**src/rtl/m6800_pkg.sv**
```systemverilog
// Shared constants, register offsets and state encoding for the 6800-style bus target.
package m6800_pkg;

   localparam int unsigned E_PERIOD = 10;
   localparam int unsigned ADDR_W   = 16;
   localparam int unsigned DATA_W   = 8;
   localparam int unsigned CNT_W    = 16;
   localparam int unsigned RS_W     = 4;

   localparam logic [RS_W-1:0] RS_TA_LO = 4'd4;
   localparam logic [RS_W-1:0] RS_TA_HI = 4'd5;
   localparam logic [RS_W-1:0] RS_CTRL  = 4'd6;
   localparam logic [RS_W-1:0] RS_ICR   = 4'd7;

   localparam int unsigned CTRL_START   = 0;
   localparam int unsigned CTRL_ONESHOT = 1;
   localparam int unsigned CTRL_LOAD    = 4;
   localparam int unsigned ICR_TA       = 0;
   localparam int unsigned ICR_IR       = 7;

   typedef enum logic [1:0] {
      IDLE = 2'd0,
      SEL  = 2'd1,
      ACT  = 2'd2,
      DONE = 2'd3
   } state_e;

endpackage

```
**src/rtl/m6800_resp_timer.sv**
```systemverilog
// 16-bit E-clocked down-timer: reload latch, counter, START/ONESHOT control and underflow flag.
module m6800_resp_timer
   import m6800_pkg::*;
(
   input  logic              clk,
   input  logic              rst,
   input  logic              tick,
   input  logic              wr_lo,
   input  logic              wr_hi,
   input  logic              wr_ctrl,
   input  logic              clr_flag,
   input  logic [DATA_W-1:0] din,
   output logic [CNT_W-1:0]  cnt,
   output logic              start,
   output logic              oneshot,
   output logic              flag
);

   logic [CNT_W-1:0] latch_q, latch_d;
   logic [CNT_W-1:0] cnt_q, cnt_d;
   logic             start_q, start_d;
   logic             oneshot_q, oneshot_d;
   logic             flag_q, flag_d;
   logic             load;
   logic             underflow;

   // A load always beats a tick; a CTRL write always has the last word on START.
   always_comb begin
      latch_d   = latch_q;
      cnt_d     = cnt_q;
      start_d   = start_q;
      oneshot_d = oneshot_q;
      flag_d    = flag_q;
      underflow = 1'b0;
      load      = (wr_hi && !start_q) || (wr_ctrl && din[CTRL_LOAD]);

      if (wr_lo) latch_d[7:0]  = din;
      if (wr_hi) latch_d[15:8] = din;

      if (load) begin
         cnt_d = latch_d;
      end else if (tick && start_q) begin
         if (cnt_q == '0) begin
            cnt_d     = latch_d;
            underflow = 1'b1;
            if (oneshot_q) start_d = 1'b0;
         end else begin
            cnt_d = cnt_q - 16'd1;
         end
      end

      if (wr_ctrl) begin
         start_d   = din[CTRL_START];
         oneshot_d = din[CTRL_ONESHOT];
      end

      if (underflow)     flag_d = 1'b1;
      else if (clr_flag) flag_d = 1'b0;
   end

   always_ff @(posedge clk) begin
      if (rst) begin
         latch_q   <= '0;
         cnt_q     <= '0;
         start_q   <= 1'b0;
         oneshot_q <= 1'b0;
         flag_q    <= 1'b0;
      end else begin
         latch_q   <= latch_d;
         cnt_q     <= cnt_d;
         start_q   <= start_d;
         oneshot_q <= oneshot_d;
         flag_q    <= flag_d;
      end
   end

   assign cnt     = cnt_q;
   assign start   = start_q;
   assign oneshot = oneshot_q;
   assign flag    = flag_q;

endmodule

```
**src/rtl/m6800_responder.sv**
```systemverilog
// Peripheral end of the emulated 6800 cycle: VPA request, E-synchronous transfer, regs + timer.
// Optional interrupt output and ICR mask enabled by defining M6800_RESP_IRQ_EN.
module m6800_responder
   import m6800_pkg::*;
#(
   parameter logic [11:0] BASE_ADDR = 12'hBFE
)
(
   input  logic              C7M,
   input  logic              RESET,
   input  logic              AS_n,
   input  logic              RW,
   input  logic [ADDR_W-1:0] A,
   input  logic              E,
   input  logic              VMA_n,
   input  logic [DATA_W-1:0] DIN,
   output logic [DATA_W-1:0] DOUT,
   output logic              DOE,
   output logic              VPA_n
`ifdef M6800_RESP_IRQ_EN
   ,
   output logic              INT_n
`endif
);

   state_e              state_q, state_d;
   logic                e_q, e_d;
   logic                armed_q, armed_d;
   logic                vpa_n_q, vpa_n_d;
   logic                doe_q, doe_d;
   logic [DATA_W-1:0]   dout_q, dout_d;
   logic [3:0][DATA_W-1:0] scratch_q, scratch_d;
   logic                mask_q, mask_d;
   logic                int_n_q, int_n_d;

   logic                e_rise, e_fall, match, commit, wr, rd_icr;
   logic [RS_W-1:0]     rs;
   logic [DATA_W-1:0]   rd_data, ctrl_rd, icr_rd;
   logic [CNT_W-1:0]    t_cnt;
   logic                t_start, t_oneshot, t_flag;

   assign e_rise = E & ~e_q;
   assign e_fall = ~E & e_q;
   assign match  = (A[ADDR_W-1:RS_W] == BASE_ADDR);
   assign rs     = A[RS_W-1:0];
   assign wr     = commit & ~RW;
   assign rd_icr = commit & RW & (rs == RS_ICR);

   m6800_resp_timer u_timer (
      .clk      (C7M),
      .rst      (RESET),
      .tick     (e_fall),
      .wr_lo    (wr && (rs == RS_TA_LO)),
      .wr_hi    (wr && (rs == RS_TA_HI)),
      .wr_ctrl  (wr && (rs == RS_CTRL)),
      .clr_flag (rd_icr),
      .din      (DIN),
      .cnt      (t_cnt),
      .start    (t_start),
      .oneshot  (t_oneshot),
      .flag     (t_flag)
   );

   // Read mux; the timer registers always reflect the live counter.
   always_comb begin
      ctrl_rd               = '0;
      ctrl_rd[CTRL_START]   = t_start;
      ctrl_rd[CTRL_ONESHOT] = t_oneshot;
      icr_rd                = '0;
      icr_rd[ICR_TA]        = t_flag;
      icr_rd[ICR_IR]        = t_flag & mask_q;
      rd_data               = '0;
      case (rs)
         4'd0, 4'd1, 4'd2, 4'd3: rd_data = scratch_q[rs[1:0]];
         RS_TA_LO:               rd_data = t_cnt[7:0];
         RS_TA_HI:               rd_data = t_cnt[15:8];
         RS_CTRL:                rd_data = ctrl_rd;
         RS_ICR:                 rd_data = icr_rd;
         default:                rd_data = '0;
      endcase
   end

   // Bus cycle sequencing; a fresh AS_n high must be seen before a new select.
   always_comb begin
      state_d   = state_q;
      e_d       = E;
      armed_d   = armed_q | AS_n;
      vpa_n_d   = vpa_n_q;
      doe_d     = doe_q;
      dout_d    = dout_q;
      scratch_d = scratch_q;
      mask_d    = mask_q;
      commit    = 1'b0;

      if (state_q != IDLE && AS_n) begin
         state_d = IDLE;
         vpa_n_d = 1'b1;
         doe_d   = 1'b0;
      end else begin
         case (state_q)
            IDLE: if (!AS_n && match && armed_q) begin
               state_d = SEL;
               vpa_n_d = 1'b0;
               armed_d = 1'b0;
            end
            SEL: if (!VMA_n && e_rise) begin
               state_d = ACT;
               if (RW) begin
                  dout_d = rd_data;
                  doe_d  = 1'b1;
               end
            end
            ACT: if (e_fall) begin
               state_d = DONE;
               commit  = 1'b1;
            end
            default: ;
         endcase
      end

      if (wr && (rs[3:2] == 2'b00)) scratch_d[rs[1:0]] = DIN;
`ifdef M6800_RESP_IRQ_EN
      if (wr && (rs == RS_ICR) && DIN[0]) mask_d = DIN[7];
`endif
      int_n_d = ~(t_flag & mask_q);
   end

   always_ff @(posedge C7M) begin
      if (RESET) begin
         state_q   <= IDLE;
         e_q       <= 1'b0;
         armed_q   <= 1'b0;
         vpa_n_q   <= 1'b1;
         doe_q     <= 1'b0;
         dout_q    <= '0;
         scratch_q <= '0;
         mask_q    <= 1'b0;
         int_n_q   <= 1'b1;
      end else begin
         state_q   <= state_d;
         e_q       <= e_d;
         armed_q   <= armed_d;
         vpa_n_q   <= vpa_n_d;
         doe_q     <= doe_d;
         dout_q    <= dout_d;
         scratch_q <= scratch_d;
         mask_q    <= mask_d;
         int_n_q   <= int_n_d;
      end
   end

   assign DOUT  = dout_q;
   assign DOE   = doe_q;
   assign VPA_n = vpa_n_q;
`ifdef M6800_RESP_IRQ_EN
   assign INT_n = int_n_q;
`endif

endmodule
```
**config.mk**
```make
export PLATFORM = sky130hd
export DESIGN_NAME = m6800_responder
export DESIGN_NICKNAME = d
export VERILOG_FILES = /design/src/rtl/m6800_pkg.sv /design/src/rtl/m6800_resp_timer.sv /design/src/rtl/m6800_responder.sv
export SDC_FILE = /design/constraint.sdc
export NUM_CORES = 1
export LEC_CHECK = 0
export ABC_AREA = 1
export CAP_MARGIN = 20
export CELL_PAD_IN_SITES_DETAIL_PLACEMENT = 0
export CELL_PAD_IN_SITES_GLOBAL_PLACEMENT = 1
export CORE_MARGIN = 2
export CORE_UTILIZATION = 35
export CTS_BUF_LIST = sky130_fd_sc_hd__clkbuf_8 sky130_fd_sc_hd__clkbuf_16
export DETAILED_ROUTE_END_ITERATION = 8
export PLACE_DENSITY = 0.68
export SLEW_MARGIN = 40
export SYNTH_ARGS = -nofsm -noshare
export SYNTH_HDL_FRONTEND = slang
export SYNTH_HIERARCHICAL = 1
export SYNTH_SLANG_ARGS = --single-unit
```
**constraint.sdc**
```tcl
create_clock -name C7M -period 2.7 [get_ports C7M]
set_clock_uncertainty 0.1 [all_clocks]
set_input_delay 0.54 -clock C7M [delete_from_list [all_inputs] [get_ports C7M]]
set_output_delay 0.54 -clock C7M [all_outputs]
set_load 0.005 [all_outputs]
```
=== After elaboration in Yosys (flattened, before gate mapping) ===
Index checks and enable logic that the tools add are counted.

* Divide/modulo/power cells: 0
* Muxes and demuxes: 31
* Order comparisons: 2
* Shift-type cells: 0
* Eq/ne operators: 14
* $mul: 0
* Reductions and logical operators: 34
* Bitwise logic cells: 10
* $add $sub $neg: 1

{| class="wikitable"
|+ Operators by type and width
! cell !! count
|-
| two-way mux 16 bit || 3
|-
| one-hot mux 8 bit (5 select lines) || 1
|-
| bitwise mux 32 bit || 1
|-
| two-way mux 8 bit || 4
|-
| binary-select mux 8 bit (select 2 bit) || 1
|-
| demux 8 bit (select 2 bit) || 1
|-
| == test 4 x 3 -> 1 bit, second input constant || 4
|-
| zero test 16 bit || 1
|-
| two-way mux 1 bit || 16
|-
| subtractor 16 x 1 -> 16 bit, second input constant || 1
|-
| == test 12 bit, second input constant || 1
|-
| logical AND 1 bit || 12
|-
| AND reduction 4 bit || 3
|-
| nonzero test 2 bit || 6
|-
| == test 4 x 2 -> 1 bit, second input constant || 2
|-
| two-way mux 2 bit || 3
|-
| one-hot mux 2 bit (3 select lines) || 1
|-
| AND 1 bit || 5
|-
| == test 4 x 1 -> 1 bit, second input constant || 1
|-
| zero test 2 bit || 2
|-
| zero test 4 bit || 1
|-
| != test 2 x 1 -> 1 bit, second input constant || 2
|-
| != test 2 bit, second input constant || 2
|-
| inverter 1 bit || 4
|-
| 12 further kinds || 14
|}

* Memories kept: 0
* Input bits: 30
* RAM bits: 0
* Logic and storage cells: 107
* Bits in latches: 0
* Output and inout bits: 10
* ROM bits: 0
* Register bits: 81

=== Logic depth before layout (Yosys ltp) ===
Gate-level depths: netlist of the first run.

* Depth after elaboration: 11
* Gate-level depth with buffers: 15
* Depth with buffers taken out: 15

=== Hierarchy ===
The synthesis of the first run kept the hierarchy.

{| class="wikitable"
|+ By module, submodules not included
! module !! area each (um2) !! sequential area each (um2) !! times used !! cells an instance
|-
| m6800_responder || 2549.9 || 920.9 || 1 || 426
|-
| m6800_resp_timer || 1993.2 || 700.7 || 1 || 291
|}

=== Worst setup path before layout of the first run ===
OpenSTA, ideal clock, no wires.

* Path kind: in2reg
* Start: input E
* End: register u_timer.cnt_q[10] (netlist: u_timer/cnt[10])
* Data required time: 2531 ps
* Stages: 14
* Setup slack: 325 ps
* Arrival: 2206 ps
* Setup time: 69 ps
* Buffers on the path: 1
* Path through: clkinv_1 > nand2_2 > nor3_4 > nand2_2 > nor3_1 > nand2_1 > nand2_1 > inv_2 > nand2_1 > inv_1 > buf_2 > a21oi_1 > nand2_1 > a21oi_2

* Cells in the longest elaborated chain, start to end: 11
* Elaborated cells between the ends (all ways): 17
* Classes of those cells: 7 x mux; 3 x bitwise; 7 x reduce/logical

{| class="wikitable"
|+ RTL lines
! what !! RTL line !! RTL
|-
| start: declaration || m6800_responder.sv:14 || <nowiki>input logic E,</nowiki>
|-
| inverter 1 bit * || m6800_responder.sv:43 || <nowiki>assign e_fall = ~E & e_q;</nowiki>
|-
| AND 1 bit * || m6800_responder.sv:43 ||
|-
| two-way mux 1 bit || m6800_responder.sv:113 || <nowiki>ACT: if (e_fall) begin</nowiki>
|-
| two-way mux 1 bit || m6800_responder.sv:100 || <nowiki>case (state_q)</nowiki>
|-
| two-way mux 1 bit || m6800_responder.sv:95 || <nowiki>if (state_q != IDLE && AS_n) begin</nowiki>
|-
| AND 1 bit || m6800_responder.sv:46 || <nowiki>assign wr = commit & ~RW;</nowiki>
|-
| logical AND 1 bit || m6800_responder.sv:54 || <nowiki>.wr_hi (wr && (rs == RS_TA_HI)),</nowiki>
|-
| two-way mux 8 bit || m6800_resp_timer.sv:38 || <nowiki>if (wr_hi) latch_d[15:8] = din;</nowiki>
|-
| two-way mux 16 bit || m6800_resp_timer.sv:43 || <nowiki>if (cnt_q == '0) begin</nowiki>
|-
| two-way mux 16 bit || m6800_resp_timer.sv:42 || <nowiki>end else if (tick && start_q) begin</nowiki>
|-
| two-way mux 16 bit || m6800_resp_timer.sv:40 || <nowiki>if (load) begin</nowiki>
|-
| end signal: assignment || m6800_resp_timer.sv:70 || <nowiki>cnt_q <= cnt_d;</nowiki>
|-
| end: declaration || m6800_resp_timer.sv:20 || <nowiki>logic [CNT_W-1:0] cnt_q, cnt_d;</nowiki>
|}

Every way passes the cells marked *; elsewhere a longest branch is shown, timed or not. The select of a mux whose other input is x is not followed.
A chain may end at the register's enable or synchronous reset.

=== Final worst setup path of the first run ===
* Start: input AS_n
* End: register u_timer.cnt_q[12] (netlist: u_timer/cnt[12])

* Cells in the longest elaborated chain, start to end: 8
* Elaborated cells between the ends (all ways): 13
* Classes of those cells: 5 x mux; 1 x bitwise; 7 x reduce/logical

{| class="wikitable"
|+ RTL lines
! what !! RTL line !! RTL
|-
| start: declaration || m6800_responder.sv:11 || <nowiki>input logic AS_n,</nowiki>
|-
| logical AND 1 bit * || m6800_responder.sv:95 ||
|-
| two-way mux 1 bit * || m6800_responder.sv:95 ||
|-
| AND 1 bit * || m6800_responder.sv:46 ||
|-
| logical AND 1 bit || m6800_responder.sv:54 ||
|-
| two-way mux 8 bit || m6800_resp_timer.sv:38 ||
|-
| two-way mux 16 bit || m6800_resp_timer.sv:43 ||
|-
| two-way mux 16 bit || m6800_resp_timer.sv:42 ||
|-
| two-way mux 16 bit || m6800_resp_timer.sv:40 ||
|}

Marks and branches as above.

==> results of run 1 <==
-- per-layer routing --
layer / global-route usage [%] / part of all wire (%)
met1: 25.0 / 49
met2: 30.1 / 47
met3: 2.52 / 2.9
met4: 6.48 / 1.5
met5: 0 / 0
-- flip-flops by register name, indices dropped and copies added, names as in the netlist --
register	flops
DOE	1
DOUT	8
VPA_n	1
armed_q	1
e_q	1
scratch_q	32
state_q	2
u_timer/cnt	16
u_timer/flag	1
u_timer/latch_q	16
u_timer/oneshot	1
u_timer/start	1
-- metrics by stage --
stage | setup WS [ps] | instance area, µm² | util [%]
floorplan | 325 | 4540 | -
global placement | 117 | 5150 | 40.7
detailed placement | 58.2 | 5150 | 40.7
CTS | 399 | 5470 | 43.2
finish | 373 | 5470 | 43.2
global route | 176 | 5470 | 43.2
-- power breakdown --
group | switching (µW) | total, µW | internal [µW]
clock | 490 | 1320 | 830
sequential | 8.45 | 1220 | 1210
combinational | 150 | 242 | 92.5
-- cell usage after synthesis --
master	number	area (µm²)
dfxtp_1	81	1620
buf_6	6	67.6
buf_2	6	30.0
nor2_4	4	45.0
nand2_1	234	878
xnor2_1	1	8.76
a21oi_2	9	78.8
inv_2	3	11.3
clkinv_1	1	3.75
nand3_1	14	70.1
nand3_2	9	90.1
nor2_1	149	559
nor3_4	1	16.3
a21oi_1	35	175
o21a_1	2	15.0
nand2_8	2	40.0
nand4_1	2	12.5
ha_1	6	75.1
o21ai_0	26	130
nor3_1	4	20.0
nand3b_1	5	37.5
a311oi_1	1	8.76
nor4_1	1	6.26
buf_4	1	7.51
clkbuf_1	9	33.8
nor3_2	1	10.0
nand2_4	5	56.3
inv_4	1	6.26
nor2_8	2	40.0
nand2_2	7	43.8
inv_1	85	319
nor2_2	4	25.0
-- how the worst min path moves through the flow --
stage                               to  cells past startpoint
after global routing           DOUT[0]                      2
after global placement             DOE                      1
after detailed placement           DOE                      1
final                            VPA_n                      2
after floorplan           u_timer/flag                      2
after CTS                        VPA_n                      2
-- worst register-to-register path, delay by kind of cell (launching register included) --
kind                       cells  cell delay (ps)
AOI/OAI and AO/OA              2              280
buffers and inverters          4              390
DFF                            1              330
adders and majority gates      1              220
and+or+nand+nor                8              900
-- layout by cell type, fill, tap and decap left out --
cell type	synthesis	routed
nand2_1	234	234
nor2_1	149	149
inv_1	85	86
dfxtp_1	81	81
clkdlybuf4s50_1	0	38
a21oi_1	35	35
o21ai_0	26	26
buf_4	1	17
nand3_1	14	14
clkbuf_16	0	9
nand3_2	9	9
a21oi_2	9	9
nand2_2	7	7
ha_1	6	6
nand2_4	5	5
nand3b_1	5	5
nor3_1	4	4
nor2_4	4	4
nor2_2	4	4
inv_2	3	3
nor2_8	2	2
o21a_1	2	2
clkinv_2	0	2
bufinv_16	0	2
nand2_8	2	2
nand4_1	2	2
clkinv_1	1	1
nor3_4	1	1
nor4_1	1	1
a311oi_1	1	1
nor3_2	1	1
clkinv_4	0	1
clkbuf_8	0	1
buf_2	6	1
inv_4	1	1
xnor2_1	1	1
buf_12	0	1
-- layout make-up --
| cell class | count | area [µm²] | area share, % |
|---|---|---|---|
| clock buffers | 10 | 239 | 4.37 |
| well taps | 172 | 215 | 3.93 |
| flip-flops and latches | 81 | 1620 | 29.6 |
| multi-input cells | 524 | 2440 | 44.6 |
| repair buffers | 57 | 533 | 9.74 |
| inverters | 90 | 340 | 6.22 |
| clock inverters | 6 | 82.6 | 1.51 |
-- cell families after synthesis --
kind of cell / Yosys count / share of synthesized area (%)
xor gates and xnor gates: 1 / 0.193
AOI/OAI and AO/OA: 73 / 8.98
DFF: 81 / 35.7
adders and majority gates: 6 / 1.65
buffers and inverters: 112 / 10.5
and+or+nand+nor: 444 / 42.9
==> results, run 1 <==
- The worst hold path begins at VPA_n.
- The worst setup path is captured at a register.
- Along the worst path, the maximum fanout reaches 20.
- The final routed wire length divided by cell count is 13.1 µm.
- The actual transition at the worst max-transition pin is 606 ps.
- The clock tree synthesis step divided the H-tree into 3 levels.
- The clock transition at the registers of the reported paths is ~60 ps.
- The number of I/O port buffers is 39.
- Walking the worst path, the cells encountered are clkdlybuf4s50_1, inv_1, nor2_1, nor3_4, nand2_2, nor3_1, nand2_1, nand2_1, inv_2, nand2_1, inv_1, buf_12, a21oi_1, nand2_1, a21oi_2.
- The minimum period implied by the final worst setup slack is 2330 ps.
- Setup repair after global routing left no endpoint under its margin.
- The arrival time of data at the critical path endpoint is 2500 ps.
- Setup violations remaining at the end of the flow were counted as 0.
- The pin count of the biggest net entering global routing is 28.
- The area growth from synthesis to layout is 20.5%.
- The combined buffer and inverter count along the critical path is 5.
- The DRC violation count after routing is 0.
- The area of the mapped netlist is 0.00454 mm².
- The via total after detailed routing is 4251.
- The clock root buffer master is clkbuf_16.
- For this run, the number of standard cells in the final layout without fillers is 940.
- The launch point of the worst path is AS_n.
- The number of antenna violations at the first check in global routing came to 0.
- The area of the core is 0.0127 mm².
- The effective utilization at floorplan is 35.9%.
- Counting the buffers created by CTS gives 9.
- The post-detailed-placement half-perimeter wirelength is 9260 µm.
- In this run the vertical extent of the chip is 118 µm.
- The via-per-instance ratio is 4.52.
- The share of layout cells above drive strength 1 is a little over a tenth.
- The synthesized net count is between 700 and 800.
- The post-cts hold buffer count is 0.
- The fill cell instance count of the final layout is 1377.
- Measured along the x axis, the die boundary spans ~120 µm.
- Among the stages of the critical path, the cell type that occurs most often is nand2_1.
- Across the run, the number of max-cap violations was 0.
- The number of detailed-route iterations in the first pass is 4.
- The count of different cell masters after synthesis is 32.
- Global routing consumed, over all layers together, 18.5% of the routing resources.
- The final number of hold-violating endpoints came to 0.
- The worst hold path belongs to the class reg2reg.
- After technology mapping, the gate count stands at around 720.
- In this run the tightest slew margin relative to its limit is 59.4%.
- The critical path crosses 15 cells after its start point.
- The type of origin of the critical path is an input port.
- The worst hold slack across all endpoints is around 360 ps.
- The total congestion overflow is 0.
- The via count of the first global-routing pass came to 4070.
- The analysis attributes to cell leakage a power of 0.00266 µW.
- The cell count after placement is 924.
- The final critical path takes up ~86% of the cycle.
- The post-cts sizing count is 0.
- The number of slew-limit violations in the final report is 0.
- The clock drives 81 sinks.
- After detailed routing, the total wire length is 12300 µm.
- The number of antenna diodes is 0.
- In this design, the largest share of critical-path delay is due to simple AND/OR/NAND/NOR gates.
- Based on the critical path, the design can be clocked at up to ~0.43 GHz.
- The worst-case clock buffer depth is 2.
- The destination of the worst register-to-register timing path is u_timer/cnt[12].
- The worst voltage drop across the vdd grid is 0.296 mV.
- The critical path is of the in2reg type.
- The post-route antenna net violation count is 0.
- The slowest stage of the critical path belongs to the cell clkdlybuf4s50_1.
- The full die area is 0.0139 mm².
- During synthesis, Yosys emitted a total of 6 warnings.
- The setup slack of the most critical reg-to-reg path is 410 ps.
- The I/O pin total is 40.
- The final total negative setup slack is 0 ps.
- The end of the critical path is u_timer/cnt[12].
- Synthesis inferred between 80 and 90 register bits.
- The reg-to-reg startpoint is state_q[0].
- The number of design-rule violations left by the first detailed-router iteration is between 200 and 300.
- The number of setup buffers added after CTS is 0.
- The clock reaches the later pin of the worst-skew pair after 330 ps.
- The cell count of the worst reg-to-reg path is 15.
- Overall power consumption after layout is estimated at approximately 2800 µW.
- The number of nets in the final layout is 799.
- TritonCTS built the clock tree.
- In this run the mean area of a mapped cell was 6.34 µm².
- At the worst endpoint, the required time is 2870 ps.
- The total power density per cell area is 508 mW/mm².
- The first global-routing pass estimated just over 20000 µm of wire.
- The run finished with clean final reports.
- The weighted congestion at the end of routability-driven global placement is 0.795.
- The sequential-to-total area share from yosys stat is 35.7%.
- For this run, the slowest stage of the critical path takes approximately 450 ps.
- The floorplan has 41 rows.
No activity file was read; power rests on OpenSTA's default activity.
==> inputs of run 2 (changes only) <==
--- a/config.mk
+++ b/config.mk
@@ -6,7 +6,6 @@
 export NUM_CORES = 1
 export LEC_CHECK = 0
 export ABC_AREA = 1
-export CAP_MARGIN = 20
 export CELL_PAD_IN_SITES_DETAIL_PLACEMENT = 0
 export CELL_PAD_IN_SITES_GLOBAL_PLACEMENT = 1
 export CORE_MARGIN = 2
@@ -14,7 +13,7 @@
 export CTS_BUF_LIST = sky130_fd_sc_hd__clkbuf_8 sky130_fd_sc_hd__clkbuf_16
 export DETAILED_ROUTE_END_ITERATION = 8
 export PLACE_DENSITY = 0.68
-export SLEW_MARGIN = 40
+export SLEW_MARGIN = 20
 export SYNTH_ARGS = -nofsm -noshare
 export SYNTH_HDL_FRONTEND = slang
 export SYNTH_HIERARCHICAL = 1
==> results of run 2 <==
Same layout as run 1: the final DEF is identical, and so are final timing and power.
==> inputs of run 3 (changes only) <==
--- a/config.mk
+++ b/config.mk
@@ -12,7 +12,8 @@
 export CORE_UTILIZATION = 35
 export CTS_BUF_LIST = sky130_fd_sc_hd__clkbuf_8 sky130_fd_sc_hd__clkbuf_16
 export DETAILED_ROUTE_END_ITERATION = 8
-export PLACE_DENSITY = 0.68
+export DONT_BUFFER_PORTS = 1
+export PLACE_DENSITY = 0.63
 export SLEW_MARGIN = 20
 export SYNTH_ARGS = -nofsm -noshare
 export SYNTH_HDL_FRONTEND = slang
==> results, run 3 (synthesis results as in run 1) <==
- The flow ran to the end, and the final reports show no timing, DRC or antenna violations.
- Traced cell by cell, the critical path runs through inv_1, ha_1, nor2_1, nor3_4, nand2_2, nor2_1, nand2_1, nand2_1, inv_2, nand2_1, clkinvlp_4, buf_12, buf_4, nand2_1, a21oi_2.
- The final number of hold-violating endpoints is 0.
- Summed over all failing endpoints, the final setup total negative slack is 0 ps.
- The classification of the worst-slack hold path is in2reg.
- Along the worst hold path, the cell count comes to 1.
- The met1 capacity usage during global routing is 23.6%.
- The number of nets in the final layout is between 700 and 800.
- The worst slew slack as a fraction of its limit is roughly two thirds.
- Once detail routing completed, the nets flagged for antenna violations numbered 0.
- The endpoint identified for the worst register-to-register timing path is u_timer/cnt[10].
- After clock tree synthesis, the clock-pin slew on the worst setup and hold paths is approximately 60 ps.
- The worst register-to-register path begins at state_q[0].
- The met3 capacity usage during global routing is 4.75%.
- The path with the worst hold slack has its endpoint at e_q.
- The die covers 0.0139 mm².
- The routing layer with the top usage in global route is met2.
- After detailed routing, the average wire length per cell comes to about 14 µm.
- The tool flagged a number of max-cap violations equal to 0.
- The worst slack after detailed placement is ~95 ps.
- The worst hold slack across all endpoints is about 160 ps.
- For the worst setup path, the data required time is approximately 2800 ps.
- The setup slack of the most critical reg-to-reg path is between 200 and 300 ps.
- The via-per-instance ratio is 4.62.
- The worst-case IR drop observed on VDD is 0.274 mV.
- The library cells used most frequently in the layout, excluding fill and tap cells, are nand2_1, nor2_1, inv_1.
- The HPWL after detailed placement is roughly 9100 µm.
- The clock root buffer master is clkbuf_16.
- The I/O pin total is 40.
- The clock insertion delay at the later pin of the skew report is 340 ps.
- Per report_power, the combinational group accounts for 6.3% of the total.
- The total internal power is 1940 µW.
- The number of I/O port buffers is 0.
- The hold path startpoint is RESET.
- The number of antenna diodes is 0.
- The worst setup path is captured at a register.
- For this block, the routed nets add up to approximately 12000 µm of wire.
- The die span in y is 118 µm.
- The type of origin of the critical path is a register.
- The register with the most flip-flops in the final layout is scratch_q.
- After global routing the overflow that remains totals 0.
- The via count of the first global-routing pass is 3733.
- The cell with the largest stage delay on the worst path is dfxtp_1.
- The core region is between 0.01 and 0.015 mm².
- Of all nets on the critical path, the largest fanout is 15.
- The overall power is 2560 µW.
- In this run, the number of DRC markers left after iteration 0 of detailed routing was 273.
- The classification of the worst setup path is reg2reg.
- The horizontal extent of the die is between 100 and 150 µm.
- The highest attainable clock frequency is 0.411 GHz.
- The library cell used most frequently in the layout, excluding fill and tap cells, is nand2_1.
- The total clock sinks is 81.
- The congestion estimate from routability-driven global placement came to 0.779.
- Net switching is 24.0% of the power.
- Once routing completed, OpenROAD measured the worst setup slack at 267 ps.
- The first global-routing pass estimated 19900 µm of wire.
- The arrival time of data at the critical path endpoint is 2570 ps.
- After floorplanning, the core was divided into 41 placement rows.
- Of the total power, the clock network draws 46.1%.
- The total power density per cell area is 512 mW/mm².
- The register with the most flip-flops in the layout has 32 of them.
- The met2 track demand over resource in global routing is 30.7%.
- Counting cells, the worst reg-to-reg path comes to 15.
- The area growth from synthesis to layout is 10.1%.
- The part of the total power dissipated in sequential elements is 47.5%.
- The analysis attributes to cell leakage a power of between 0.002 and 0.0025 µW.
- The overall fraction of global-route tracks in use is 18.5%.
- The minimum period implied by the final worst setup slack is 2430 ps.
- Setup repair after global routing left no endpoint under its margin.
- The via total after detailed routing is ~4k.
- The cell repeated most along the worst path is nand2_1.
- The delay of the slowest critical-path stage is 320 ps.
- The number of slew-limit violations in the final report was 0.
- TritonCTS created 9 clock buffers.
- For this design the total switching power over the nets is 614 µW.
- The number of detailed-route iterations in the first pass is 4.
- The worst path uses 90.1% of the clock period.
- The worst-case clock buffer depth is 2.
- The DRC violation count after routing is 0.
- The actual transition at the worst max-transition pin is 491 ps.
- The H-tree was split into 3 levels.
- The CTS tree is built.
- The total setup violations reported at the end of the flow is 0.
- The pin count of the biggest net entering global routing is between 40 and 50.
- Of the cells placed in the final design, the portion with a size suffix greater than 1 is 10.4%.
- The number of antenna violations at the first check in global routing is 0.
- The effective utilization at floorplan is 35.9%.
[run 3: final cells by class]
class,instances,area (µm²)
fillers,1373,7670
multi-input cells,524,2440
flip-flops and latches,81,1620
inverters,90,344
clock buffers,12,267
well taps,172,215
repair buffers,11,95.1
clock inverters,3,15.0
[run 3: how the worst max path moves through the flow]
stage,start,endpoint,cells after the start,slack [ps]
2_1_floorplan,E,u_timer/cnt[10],14,330
5_1_grt,state_q[0],u_timer/cnt[10],15,10
6_report,state_q[0],u_timer/cnt[10],15,270
3_3_place_gp,state_q[0],u_timer/cnt[11],14,210
4_1_cts,state_q[0],u_timer/cnt[11],14,50
3_5_place_dp,state_q[0],u_timer/cnt[10],14,90
[run 3: timing repair]
| action | CTS | global route |
|---|---|---|
| buffers inserted | 0 | 1 |
| hold buffers | 0 | 0 |
| endpoints found under the setup margin | 0 | 10 |
| resized for setup | 0 | 1 |
[run 3: stage by stage]
step / cells / utilization (%) / area, µm²
detailed placement: 877 / 37.0 / 4690
floorplan: 717 / - / 4540
global route: 893 / 39.5 / 5000
global placement: 877 / 37.0 / 4690
CTS: 892 / 39.3 / 4980
finish: 893 / 39.5 / 5000
[run 3: worst max-delay path, delay by kind of cell (launching register included)]
kind / cells / cell delay [ps]
adders and majority gates: 1 / 220
and+or+nand+nor: 8 / 990
DFF: 1 / 320
buffers and inverters: 5 / 620
AOI/OAI and AO/OA: 1 / 60
[run 3: power groups by stage]
stage          registers, µW  logic (µW)  clock network, µW
2_1_floorplan           1240         135                  0
3_3_place_gp            1240         163                  0
3_5_place_dp            1240         165                  0
4_1_cts                 1220         166               1220
5_1_grt                 1220         187               1270
6_report                1220         162               1180
[run 3: routing by layer]
| layer | vias to the layer above | share of wire (%) |
|---|---|---|
| li1 | 2180 | - |
| met2 | 68 | 47 |
| met1 | 1860 | 47 |
| met4 | 0 | 1.8 |
| met3 | 14 | 3.8 |
| met5 | - | 0 |
